[config.mk]
export PLATFORM = sky130hd
export DESIGN_NAME = hs_pkt_fifo
export DESIGN_NICKNAME = d
export VERILOG_FILES = /design/src/rtl/hs_pkt_fifo_pkg.sv /design/src/rtl/hs_pkt_fifo_ram.sv /design/src/rtl/hs_pkt_fifo.sv
export SDC_FILE = /design/constraint.sdc
export NUM_CORES = 1
export LEC_CHECK = 0
export BUFFER_PORTS_ARGS = -buffer_cell sky130_fd_sc_hd__clkbuf_2
export CORE_ASPECT_RATIO = 1.4
export CORE_MARGIN = 2
export CORE_UTILIZATION = 29
export DETAILED_ROUTE_END_ITERATION = 10
export PLACE_DENSITY = 0.46
export SYNTH_ARGS = -nofsm -noshare
export SYNTH_HDL_FRONTEND = slang
export SYNTH_SLANG_ARGS = --single-unit
[constraint.sdc]
create_clock -name clk -period 3.4 [get_ports clk]
set_input_delay 0.34 -clock clk [delete_from_list [all_inputs] [get_ports clk]]
set_output_delay 0.34 -clock clk [all_outputs]
set_load 0.01 [all_outputs]
[src/rtl/hs_pkt_fifo_pkg.sv]
// Shared helpers for the hs packet FIFO: pointer sizing and the position of the
// last flag inside a stored {last,payload} word.
package hs_pkt_fifo_pkg;

  localparam int HS_DATA_WD_DEF = 1;
  localparam int HS_LAST_BIT    = HS_DATA_WD_DEF;

  function automatic int hs_log2(input int value);
    int r;
    r = 0;
    for (int i = 0; i < 31; i++) begin
      if ((1 << i) < value) r = i + 1;
    end
    return r;
  endfunction

  // The last flag sits just above the payload bits in every stored word.
  function automatic int hs_last_bit(input int data_wd);
    return data_wd;
  endfunction

endpackage

[src/rtl/hs_pkt_fifo_ram.sv]
// hs_fifo_ram: 1W1R storage array of {last,payload} words, synchronous write and
// asynchronous read so the head entry falls through without a cycle of latency.
module hs_fifo_ram
  import hs_pkt_fifo_pkg::*;
#(
  parameter int WIDTH   = HS_DATA_WD_DEF + 1,
  parameter int DEPTH   = 16,
  parameter int ADDR_WD = 4
) (
  input  logic               clk,
  input  logic               we,
  input  logic [ADDR_WD-1:0] waddr,
  input  logic [WIDTH-1:0]   wdata,
  input  logic [ADDR_WD-1:0] raddr,
  output logic [WIDTH-1:0]   rdata
);

  logic [WIDTH-1:0] mem [DEPTH];

  always_ff @(posedge clk) begin
    if (we) mem[waddr] <= wdata;
  end

  assign rdata = mem[raddr];

endmodule

[src/rtl/hs_pkt_fifo.sv]
// Packet-aware FWFT valid/ready/last FIFO behind the hs arbiter; counts whole packets held.
// Define HS_PKT_FIFO_SAF_EN for store-and-forward release with sticky deadlock err.
module hs_pkt_fifo
  import hs_pkt_fifo_pkg::*;
#(
  parameter  int DATA_WD = 1,
  parameter  int DEPTH   = 16,
  localparam int ADDR_WD = hs_log2(DEPTH)
) (
  input  logic               clk,
  input  logic               rstn,
  input  logic               s_valid,
  input  logic [DATA_WD-1:0] s_payload,
  input  logic               s_last,
  output logic               s_ready,
  output logic               m_valid,
  output logic [DATA_WD-1:0] m_payload,
  output logic               m_last,
  input  logic               m_ready,
  output logic [ADDR_WD:0]   level,
  output logic [ADDR_WD:0]   pkt_cnt,
  output logic               err
);

  localparam int               LAST_BIT = hs_last_bit(DATA_WD);
  localparam logic [ADDR_WD:0] CNT_ONE  = 1;

  logic [ADDR_WD:0] wr_ptr;
  logic [ADDR_WD:0] rd_ptr;
  logic             empty;
  logic             full;
  logic             push;
  logic             pop;
  logic             pkt_in;
  logic             pkt_out;
  logic [DATA_WD:0] rd_word;

  // MSB of each pointer is the wrap bit, so equal low bits mean either empty or full.
  assign empty = (wr_ptr == rd_ptr);
  assign full  = (wr_ptr[ADDR_WD] != rd_ptr[ADDR_WD]) &&
                 (wr_ptr[ADDR_WD-1:0] == rd_ptr[ADDR_WD-1:0]);

  assign s_ready = !full;
  assign push    = s_valid & s_ready;
  assign pop     = m_valid & m_ready;
  assign pkt_in  = push & s_last;
  assign pkt_out = pop & m_last;

  hs_fifo_ram #(
    .WIDTH  (DATA_WD + 1),
    .DEPTH  (DEPTH),
    .ADDR_WD(ADDR_WD)
  ) u_ram (
    .clk  (clk),
    .we   (push),
    .waddr(wr_ptr[ADDR_WD-1:0]),
    .wdata({s_last, s_payload}),
    .raddr(rd_ptr[ADDR_WD-1:0]),
    .rdata(rd_word)
  );

  assign m_payload = rd_word[DATA_WD-1:0];
  assign m_last    = rd_word[LAST_BIT];

  always_ff @(posedge clk or negedge rstn) begin
    if (!rstn) begin
      wr_ptr  <= '0;
      rd_ptr  <= '0;
      level   <= '0;
      pkt_cnt <= '0;
    end else begin
      if (push) wr_ptr <= wr_ptr + CNT_ONE;
      if (pop)  rd_ptr <= rd_ptr + CNT_ONE;
      case ({push, pop})
        2'b10:   level <= level + CNT_ONE;
        2'b01:   level <= level - CNT_ONE;
        default: level <= level;
      endcase
      case ({pkt_in, pkt_out})
        2'b10:   pkt_cnt <= pkt_cnt + CNT_ONE;
        2'b01:   pkt_cnt <= pkt_cnt - CNT_ONE;
        default: pkt_cnt <= pkt_cnt;
      endcase
    end
  end

`ifdef HS_PKT_FIFO_SAF_EN
  assign m_valid = !empty && (pkt_cnt != '0);

  // A full FIFO holding no last beat can never release anything: latch the deadlock.
  always_ff @(posedge clk or negedge rstn) begin
    if (!rstn)                          err <= 1'b0;
    else if (full && (pkt_cnt == '0))   err <= 1'b1;
  end
`else
  assign m_valid = !empty;
  assign err     = 1'b0;
`endif

endmodule

Word level (Yosys, flattened, before mapping)
Memories as Yosys holds them, arrays and structs flattened.
Cells that the tools add are included.
{"block": "word_totals", "ram_bits": 32, "latchBits": 0, "rom_bits": 0, "memories": 1, "output_inout_bits": 15, "elab_cells": 31, "reg_bits": 20, "in_bits": 6}
{"memory": "u_ram.mem", "words": 16, "width": 2, "read_ports": 1, "rd_clocked_by_memory_dff": 0, "wr": 1, "line_no": "hs_pkt_fifo_ram.sv:18", "source": "logic [WIDTH-1:0] mem [DEPTH];"}
{"block": "op_classes", "shift": 0, "reduce_logical": 5, "muxes": 4, "n_bitwise": 4, "n_div": 0, "n_eq_ne": 7, "multipliers": 0, "n_addsub": 6, "order_cmp": 0}
{"operator": "$add A5 B1 Y5 const B", "n": 4}
{"operator": "$pmux W5 S2", "n": 2}
{"operator": "$sub A5 B1 Y5 const B", "n": 2}
{"operator": "$eq A5 B5 Y1", "n": 1}
{"operator": "$and A1 B1 Y1", "n": 4}
{"operator": "$eq A2 B1 Y1 const B", "n": 2}
{"operator": "$eq A2 B2 Y1 const B", "n": 2}
{"operator": "$eq A4 B4 Y1", "n": 1}
{"operator": "$reduce_bool A2 Y1", "n": 2}
{"operator": "$logic_not A1 Y1", "n": 2}
{"operator": "$mux W1", "n": 2}
{"operator": "$logic_and A1 B1 Y1", "n": 1}
{"operator": "$ne A1 B1 Y1", "n": 1}

Logic depth before layout (Yosys ltp)
Gate-level depths: netlist (run 1).
{"block": "logic_depth", "ltp_word": 7, "depth_mapped": 14, "ltp_nobuf": 13}

Modules after synthesis
A second synthesis (run 1) with hierarchy kept.
{"block": "hier_totals", "cells_unflattened": 204, "area_unflattened_um2": 2642.5}
{"module": "hs_fifo_ram", "seq_area_each_um2": 960.9, "cells_each": 76, "instances": 1, "area_per_inst_um2": 1340.0}
{"module": "hs_pkt_fifo", "seq_area_each_um2": 500.5, "cells_each": 128, "instances": 1, "area_per_inst_um2": 1302.5}

Least setup slack after synthesis (run 1)
Ideal clock, no wire load.
{"block": "synth_timing", "kind": "register to register", "start": "reg rd_ptr[1]", "end": "reg pkt_cnt[4]", "path_stages_with_launch": 14, "t_required_ns": 3.276, "setup_slack_ns": 0.203, "arrival_ns": 3.072, "n_path_buf": 1, "synth_period_minus_slack_ns": 3.197, "setup_time_ns": 0.124, "cell_sequence": "dfrtp_1 -> buf_6 -> mux4_1 -> mux2_2 -> nand2_2 -> o21ai_2 -> and2_1 -> ha_1 -> ha_1 -> nor2b_1 -> o21ai_0 -> a21oi_1 -> or3b_2 -> xnor2_1"}
{"block": "synth_between", "elab_cells_between_ends": 14, "classes_between": "eq/ne: 4; mux: 1; bitwise: 4; reduce/logical: 4; memory: 1"}
{"element": "start: declaration", "line_no": "hs_pkt_fifo.sv:29", "source": "logic [ADDR_WD:0] rd_ptr;"}
{"element": "start signal: assignment", "line_no": "hs_pkt_fifo.sv:73", "source": "if (pop) rd_ptr <= rd_ptr + CNT_ONE;"}
{"element": "$mem_v2 Z16 W2 *"}
{"element": "named net m_last", "line_no": "hs_pkt_fifo.sv:18", "source": "output logic m_last,"}
{"element": "$and A1 B1 Y1 *", "line_no": "hs_pkt_fifo.sv:47", "source": "assign pkt_out = pop & m_last;"}
{"element": "$eq A2 B1 Y1 or $eq A2 B2 Y1 (tied branches)", "line_no": "hs_pkt_fifo.sv:79", "source": "case ({pkt_in, pkt_out})"}
{"element": "$pmux W5 S2 or $reduce_bool A2 Y1 (tied branches)"}
{"element": "end signal: assignment", "line_no": "hs_pkt_fifo.sv:80", "source": "2'b10: pkt_cnt <= pkt_cnt + CNT_ONE;"}
{"element": "end signal: assignment", "line_no": "hs_pkt_fifo.sv:81", "source": "2'b01: pkt_cnt <= pkt_cnt - CNT_ONE;"}
{"element": "end signal: assignment", "line_no": "hs_pkt_fifo.sv:82", "source": "default: pkt_cnt <= pkt_cnt;"}
{"element": "end: declaration", "line_no": "hs_pkt_fifo.sv:21", "source": "output logic [ADDR_WD:0] pkt_cnt,"}
Mark *: on every way through the listed nets, which the timed path passes. The rest lies on a longest branch.
A chain may end at the register's enable or synchronous reset.

Worst setup path in the final report (run 1)
{"block": "layout_timing", "start": "reg rd_ptr[1]", "end": "reg pkt_cnt[4]"}
{"block": "layout_between", "elab_chain_len": 7, "elab_cells_between_ends": 14, "classes_between": "eq/ne: 4; mux: 1; bitwise: 4; reduce/logical: 4; memory: 1"}
{"element": "parallel branches: the longest is 7 deep, another holds $mem_v2 Z16 W2"}
Parallel ways; which one is timed is not known.

==> reports/qor.tcl, run 1 <==
set qor(result_of_the_run) {finished, final reports clean}
set qor(critical_path.top_delay_family) {multiplexers}
set qor(flop_and_latch_count_out_of_synthesis) 52
set qor(num_rows) 40
set qor(effective_utilization_at_floorplan_pct) 30.0
set qor(cap_viol_max_count) 0
set qor(cts_tree) {built}
set qor(slew_viol_final) 0
set qor(path_cells) {mux4_1, mux2_2, nand2_2, o21ai_2, and2_1, ha_1, ha_1, nor2b_1, o21ai_1, a21oi_1, or3b_2, xnor2_1}
set qor(arrival_ns) 3.37
set qor(drt-initial-drc-count) 131
set qor(layout.cells.most_common_list) {32 x edfxtp_1, 19 x clkbuf_2, 19 x dfrtp_1}
set qor(synth.largest_area_cell) {edfxtp_1}
set qor(rsz0062_at_grt) {true}
set qor(power_per_cell_area_mw_per_mm2) 926
set qor(die_h_um) 116
set qor(die_width_um) 84.0
set qor(clockRootBuffer) {clkbuf_16}
set qor(clock_insertion_delay_worst_skew_ns) 0.29
set qor(seq_area_frac_synth_pct) 56.2
set qor(drt-wirelength-per-cell_um) 16.1
set qor(crit_path_max_fanout) 4
set qor(finish.instance_area_sq_mm) 0.00299
set qor(period_share_pct) 94.0
set qor(final_hold_viol_count) 0
set qor(postPlaceCellArea_sq_mm) 0.00282
set qor(tritoncts.num_buffers) 5
set qor(fin_skew_ns) 0.00515
set qor(drt-total-wl_um) 5210
set qor(top_level_ports) 21
set qor(fin_setup_tns_ns) 0
set qor(place.detailed.instances) 316
set qor(largest_net_degree_at_the_start_of_global_routing) 21
set qor(worst_hold_path_type) {in -> async}
set qor(netlist_area_sq_mm) 0.00260
set qor(via_count_of_the_first_global_routing_pass) 1590
set qor(static-leakage-power_nw) 1.26
set qor(antenna_cells_inserted) 0
set qor(worst_setup_path_end_kind) {flip-flop}
set qor(report.final.setup_viol) 0
set qor(gp_routability_congestion) 0.769
set qor(placeable_area_sq_mm) 0.00866
set qor(crit_slowest_cell) {mux4_1}
set qor(max-clock-path-buffers) 2
set qor(drive_gt1_share_pct) 21.0
set qor(post-route-min-period_ns) 3.20
set qor(post_synth_num_cell_types) 36
set qor(wire_length_of_the_first_global_routing_pass_um) 8290
set qor(area_delta_synth_final_pct) 15.0
set qor(mappedNetlistNets) 216
set qor(synthTopCellsByArea) {edfxtp_1 37%, dfrtp_1 19%, ha_1 6.3%}
set qor(cp.buffers_inverters) 0
set qor(die_area_sq_mm) 0.00975
set qor(setup.worst_path.class) {reg -> reg}
set qor(final_net_count) 239
set qor(vdd_drop_max_mv) 0.306
set qor(clock-sinks) 52
set qor(r2r_slack_ns) 0.20
set qor(timing_limited_maximum_frequency_mhz) 313
set qor(groute.usage.overall_pct) 11.5
set qor(cts.reportedPaths.clkPinSlew_ns) 0.07
set qor(number_of_antenna_violations_at_the_first_check_in_global_routing) 0
set qor(worst_endpoint_required_time_ns) 3.58
set qor(cts_htree_levels) 2
set qor(route.detailed.vias_per_inst) 4.67
set qor(worst-slew-pin-transition_ns) 0.553
set qor(instances_no_fill) 324
set qor(synth_top_area_share_pct) 37.0
set qor(grt_overflow) 0
set qor(port_buffers) 19
set qor(crit_path_max_incr_delay_ns) 0.57
set qor(layout.cells.most_common) {edfxtp_1}
set qor(dp_hpwl_um) 3880
set qor(dr_total_vias) 1512
set qor(drt_pass_1_iters) 4
set qor(start_kind) {flip-flop}
set qor(yosysWarnings) 0
set qor(post_synth.cell_area_avg_sq_um) 13.3
set qor(slew_headroom_pct) 63.1
set qor(drcViolationCount) 0
set qor(crit_path_frequent_cell) {ha_1}
set qor(antenna_violating_nets_post_route) 0
set qor(synthCells) 195
[metrics by stage]
stage               hold WS (ns)  utilization, %  setup slack, ns  power (W)
CTS                       0.0458            34.5            0.142    0.00281
global route              0.0761            34.5          -0.0157    0.00299
global placement           0.355            32.6            0.190    0.00222
finish                    0.0243            34.5            0.203    0.00277
floorplan                 0.0444               -            0.203    0.00187
detailed placement         0.361            32.6            0.162    0.00224
[sequential cells by signal (all words and copies together) (netlist names)]
| register | count |
|---|---|
| rd_ptr | 5 |
| level | 5 |
| wr_ptr | 5 |
| u_ram.mem | 32 |
| pkt_cnt | 5 |
[synth_stat cells]
library cell  instances
buf_2                 6
nor4_4                1
ha_1                 13
or3b_2                2
and2_1                3
o21ai_1               1
o21ai_0               9
conb_1                1
nand2_2               2
clkbuf_2              1
and3_1               15
xor2_1               11
a211oi_1              1
a21boi_2              2
buf_4                 1
a21oi_1               5
inv_1                13
nand3_1               3
a31oi_1               1
fa_1                  2
mux2_2                1
nor2_1                2
mux2i_1               3
nor2b_1               4
o21ai_2               1
nand4_1               3
edfxtp_1             32
a21o_1                2
mux4_2                2
buf_6                 1
dfrtp_1              20
nor3_1                1
nand2_1              13
mux4_1                5
clkbuf_1              2
xnor2_1              10
[where the power goes]
part | switching [W] | internal [W] | leakage (nW)
clock | 0.000214 | 0.000346 | 0.0808
sequential | 0.000154 | 0.000842 | 0.528
combinational | 0.000651 | 0.000560 | 0.654
[repair_timing]
action                                  4_1_cts  5_1_grt
resized for setup                             0        2
endpoints found under the setup margin        0        2
buffers inserted                              0        0
hold endpoints to repair                      0        0
hold buffers                                  0        0
[cell type report]
type                    count  area [sq um]
clock inverters             2          35.0
clock buffers               6           129
flip-flops and latches     52          1460
inverters                  13          48.8
multi-input cells         119          1030
fillers                   853          5670
well taps                 105           131
repair buffers             27           155
[routing by layer]
metal	track usage, %	share of wire [%]	wire length, um	vias to the layer above
met3	2.21	1.9	99	7
li1	-	-	-	733
met2	21.6	56	2900	15
met5	0	0	0	-
met1	12.5	40	2100	757
met4	5.16	2.1	111	0
[final timing paths]
check                             end  cells past startpoint      start
setup / recovery           pkt_cnt[4]                     12  rd_ptr[1]
hold / removal             pkt_cnt[0]                      1       rstn
setup reg to reg           pkt_cnt[4]                     12  rd_ptr[1]
hold reg to reg              level[4]                      1   level[4]
max in group asynchronous   rd_ptr[2]                      1       rstn
min in group clk             level[4]                      1   level[4]
[logic make-up after synthesis]
kind of cell / count (synthesis) / synth area share (%)
buffers and inverters: 24 / 4.24
adders and majority gates: 15 / 7.80
other: 1 / 0.144
muxes: 11 / 8.38
and+or+nand+nor: 49 / 10.9
xor gates and xnor gates: 21 / 7.08
AOI/OAI and AO/OA: 22 / 5.20
DFF: 52 / 56.2
Power figures use the tool's default switching activity.
==> run 2, diff against run 1 <==
--- a/config.mk
+++ b/config.mk
@@ -5,12 +5,13 @@
 export SDC_FILE = /design/constraint.sdc
 export NUM_CORES = 1
 export LEC_CHECK = 0
+export ABC_AREA = 1
 export BUFFER_PORTS_ARGS = -buffer_cell sky130_fd_sc_hd__clkbuf_2
 export CORE_ASPECT_RATIO = 1.4
 export CORE_MARGIN = 2
 export CORE_UTILIZATION = 29
+export CTS_BUF_LIST = sky130_fd_sc_hd__clkbuf_16
 export DETAILED_ROUTE_END_ITERATION = 10
-export PLACE_DENSITY = 0.46
 export SYNTH_ARGS = -nofsm -noshare
 export SYNTH_HDL_FRONTEND = slang
 export SYNTH_SLANG_ARGS = --single-unit
==> run 2 against run 1 <==
Effect of this change: fmax rose by 16%; sequential share of layout area is 2.1 points lower; first-iteration DRC count shrank 6.1%; clock power decreased by 14%; die area grew 7.2%; final area is 4.4% higher; power rose by 3.4%; area after synthesis is 7.5% higher; flip-flop and latch count did not move; critical path depth is 6 higher; largest power group unchanged.
==> reports/qor.tcl, run 2 <==
set qor(result_of_the_run) {finished, final reports clean} ;# unchanged
set qor(layout.cells.most_common) {nand2_1} ;# was edfxtp_1
set qor(max_reg_flops) 32 ;# unchanged
set qor(ctsHoldBuffers) 0 ;# unchanged
set qor(crit_path_max_fanout) 8 ;# was 4
set qor(final_hold_viol_count) 0 ;# unchanged
set qor(post-route-min-period_ns) 2.75 ;# was 3.20 ns
set qor(worst_setup_path_end_kind) {flip-flop} ;# unchanged
set qor(synth.most_common_cell) {nand2_1} ;# was edfxtp_1
set qor(flop_and_latch_count_out_of_synthesis) 52 ;# unchanged
set qor(postPlaceCellArea_sq_mm) 0.00298 ;# was 0.00282 sq mm
set qor(via_count_of_the_first_global_routing_pass) 1977 ;# was 1,590
set qor(clock-sinks) 52 ;# unchanged
set qor(multiInputGateArea_sq_mm) 0.00116 ;# was 0.00103 sq mm
set qor(regMostFlops) {u_ram.mem} ;# unchanged
set qor(drt-total-wl_um) 5780 ;# was 5210 um
set qor(top_level_ports) 21 ;# unchanged
set qor(finish.instance_area_sq_mm) 0.00312 ;# was 0.00299 sq mm
set qor(drt-wirelength-per-cell_um) 13.0 ;# was 16.1 um
set qor(rsz0062_at_grt) {false} ;# was true
set qor(p_clk_share_pct) 16.8 ;# was 20.3%
set qor(placeable_area_sq_mm) 0.00941 ;# was 0.00866 sq mm
set qor(wire_length_of_the_first_global_routing_pass_um) 9800 ;# was 8290 um
set qor(dp_slack_ns) 0.675 ;# was 0.162 ns
set qor(final_net_count) 355 ;# was 239
set qor(post_synth_num_cell_types) 24 ;# was 36
set qor(gp_routability_congestion) 0.852 ;# was 0.769
set qor(share_seq_of_total_power_pct) 34.6 ;# was 36.0%
set qor(cts_setup_buffers) 0 ;# unchanged
set qor(setup.worst_path.start) {rd_ptr[1]} ;# unchanged
set qor(start_kind) {flip-flop} ;# unchanged
set qor(effective_utilization_at_floorplan_pct) 29.7 ;# was 30.0%
set qor(dr_total_vias) 2058 ;# was 1,512
set qor(timing_limited_maximum_frequency_mhz) 364 ;# was 313 MHz
set qor(port_buffers) 19 ;# unchanged
set qor(cap_viol_max_count) 0 ;# unchanged
set qor(number_of_antenna_violations_at_the_first_check_in_global_routing) 0 ;# unchanged
set qor(synthCells) 317 ;# was 195
set qor(drive_gt1_share_pct) 10.7 ;# was 21.0%
set qor(area_delta_synth_final_pct) 11.6 ;# was 15.0%
set qor(die_area_sq_mm) 0.0104 ;# was 0.00975 sq mm
set qor(antenna_violating_nets_post_route) 0 ;# unchanged
set qor(drt-initial-drc-count) 123 ;# was 131
set qor(worst_slack_ns) 0.655 ;# was 0.203 ns
set qor(clock_insertion_delay_worst_skew_ns) 0.29 ;# about the same
set qor(antenna_cells_inserted) 0 ;# unchanged
set qor(switching_power_w) 0.00125 ;# was 0.00102 W
set qor(fin_skew_ns) 0.00506 ;# was 0.00515 ns
set qor(groute.usage.overall_pct) 12.1 ;# was 11.5%
set qor(mappedNetlistNets) 338 ;# was 216
set qor(layout.cells.most_common_list) {104 x nand2_1, 38 x nor2_1, 32 x nand3_1, 32 x edfxtp_1, 27 x inv_1} ;# was 32 x edfxtp_1, 19 x clkbuf_2, 19 x dfrtp_1
set qor(max-clock-path-buffers) 2 ;# unchanged
set qor(worst-slew-pin-transition_ns) 0.517 ;# was 0.553 ns
set qor(die_width_um) 87.0 ;# was 84.0 um
set qor(worstReg2RegStart) {rd_ptr[1]} ;# unchanged
set qor(worst_hold_path_type) {in -> async} ;# unchanged
set qor(num_rows) 42 ;# was 40
set qor(met2_usage_pct) 21.5 ;# was 21.6%
set qor(die_h_um) 120 ;# was 116 um
set qor(met3_usage_pct) 2.20 ;# was 2.21%
set qor(switching_fraction_pct) 43.5 ;# was 36.8%
set qor(drcViolationCount) 0 ;# unchanged
set qor(drt_pass_1_iters) 4 ;# unchanged
set qor(comb_power_share_pct) 48.6 ;# was 43.7%
set qor(synth.largest_area_cell) {edfxtp_1} ;# unchanged
set qor(finalPower_w) 0.00286 ;# was 0.00277 W
set qor(synthTopCellsByArea) {edfxtp_1 34%, dfrtp_1 18%, nand2_1 14%} ;# was edfxtp_1 37%, dfrtp_1 19%, ha_1 6.3%
set qor(report.final.setup_viol) 0 ;# unchanged
set qor(fin_setup_tns_ns) 0 ;# unchanged
set qor(slew_viol_final) 0 ;# unchanged
set qor(cts_htree_levels) 2 ;# unchanged
set qor(power_per_cell_area_mw_per_mm2) 917 ;# was 926 mW/mm^2
set qor(final-seq-area_sq_mm) 0.00146 ;# about the same
set qor(setup.worst_path.class) {reg -> reg} ;# unchanged
set qor(ys_top_cells_by_count) {104 x nand2_1, 38 x nor2_1, 32 x edfxtp_1, 32 x nand3_1, 27 x inv_1} ;# was 32 x edfxtp_1, 20 x dfrtp_1, 15 x and3_1
set qor(slew_headroom_pct) 65.5 ;# was 63.1%
set qor(postSynth.topFlopCell) {edfxtp_1} ;# unchanged
set qor(dp_hpwl_um) 4260 ;# was 3880 um
set qor(vdd_drop_max_mv) 0.432 ;# was 0.306 mV
set qor(synth_top_area_share_pct) 34.4 ;# was 37.0%
set qor(worst_endpoint_required_time_ns) 3.63 ;# was 3.58 ns
set qor(cts.reportedPaths.clkPinSlew_ns) 0.06 ;# was 0.07 ns
set qor(cts_tree) {built} ;# unchanged
set qor(postCtsResizedCells) 0 ;# unchanged
set qor(asyncSetResetFlopFracSynth_pct) 38.5 ;# unchanged
set qor(synth_edf_count) 32 ;# unchanged
set qor(netlist_area_sq_mm) 0.00279 ;# was 0.00260 sq mm
set qor(grt_util_met1_pct) 14.1 ;# was 12.5%
set qor(period_share_pct) 80.7 ;# was 94.0%
set qor(clockRootBuffer) {clkbuf_16} ;# unchanged
set qor(arrival_ns) 2.98 ;# was 3.37 ns
set qor(static-leakage-power_nw) 1.43 ;# was 1.26 nW
set qor(yosysWarnings) 0 ;# unchanged
set qor(p_int_w) 0.00162 ;# was 0.00175 W
set qor(route.detailed.vias_per_inst) 4.62 ;# was 4.67
set qor(grt_overflow) 0 ;# unchanged
set qor(tritoncts.num_buffers) 5 ;# unchanged
set qor(gr-max-usage-layer) {met2} ;# unchanged
set qor(fill_cell_instance_count_of_the_final_layout) 958 ;# was 853
set qor(seq_area_frac_synth_pct) 52.3 ;# was 56.2%
set qor(post_synth.cell_area_avg_sq_um) 8.81 ;# was 13.3 sq um
set qor(largest_net_degree_at_the_start_of_global_routing) 23 ;# was 21
-- run 2: cell type report --
cell class | count | share of cell area, %
Sequential cell | 52 | 46.9
Clock inverter | 3 | 0.441
Inverter | 29 | 3.49
Tap cell | 110 | 4.41
Timing Repair Buffer | 21 | 3.53
Clock buffer | 5 | 4.01
Multi-Input combinational cell | 225 | 37.3
-- run 2: per-layer routing --
metal  share of wire, %  wire, um  vias up
met5                  0         0        -
met4                1.6        92        0
met3                2.2       129        6
met2                 53      3040       26
met1                 43      2510      986
li1                   -         -     1040
-- run 2: worst paths after layout --
check                             endpoint  slack (ns)  cells after the start
min in group clk                 rd_ptr[2]        0.36                      3
worst max register to register  pkt_cnt[4]        0.65                     18
worst min register to register    level[2]        0.53                      2
worst min-delay path             rd_ptr[3]        0.01                      1
worst max-delay path            pkt_cnt[4]        0.65                     18
max in group asynchronous         level[1]        3.04                      1
-- run 2: cells by family (layout without fill, tap and decap cells) --
group	count (synthesis)	in the layout	share of synthesized area, %
and+or+nand+nor	180	180	26.9
DFF	52	52	52.3
buffers and inverters	40	58	6.09
adders and majority gates	15	15	7.26
AOI/OAI and AO/OA	15	15	2.96
xor gates and xnor gates	14	14	4.39
other	1	1	0.134
-- run 2: power by group through the flow --
stage,Clock (W),Sequential [W],Combinational (W)
6_report,0.000480,0.000990,0.00139
5_1_grt,0.000520,0.00101,0.00161
4_1_cts,0.000489,0.000989,0.00141
3_5_place_dp,0,0.00100,0.00140
3_3_place_gp,0,0.000999,0.00138
2_1_floorplan,0,0.000968,0.00105
-- run 2: metrics by stage --
stage	hold slack [ns]	util, %	instances
final	0.0121	33.2	445
after global routing	0.0521	33.2	445
after CTS	0.0323	33.2	445
after detailed placement	0.341	31.7	437
after global placement	0.349	31.7	437
after floorplan	0.0444	-	317
-- run 2: worst max-delay path, stage by stage, from the launching register on --
cell and delay (ns):
dfrtp_1 0.49, buf_4 0.22, nand2_1 0.06, nand2_1 0.08, nor2_2 0.06, nand3_2 0.14
nand2_2 0.15, nor2_1 0.17, ha_1 0.29, inv_1 0.09, fa_1 0.37, inv_1 0.08
nand2_1 0.06, nand2_1 0.06, nand2_1 0.06, a21o_1 0.16, nand2_1 0.05, nand2_1 0.05
nand2_1 0.05
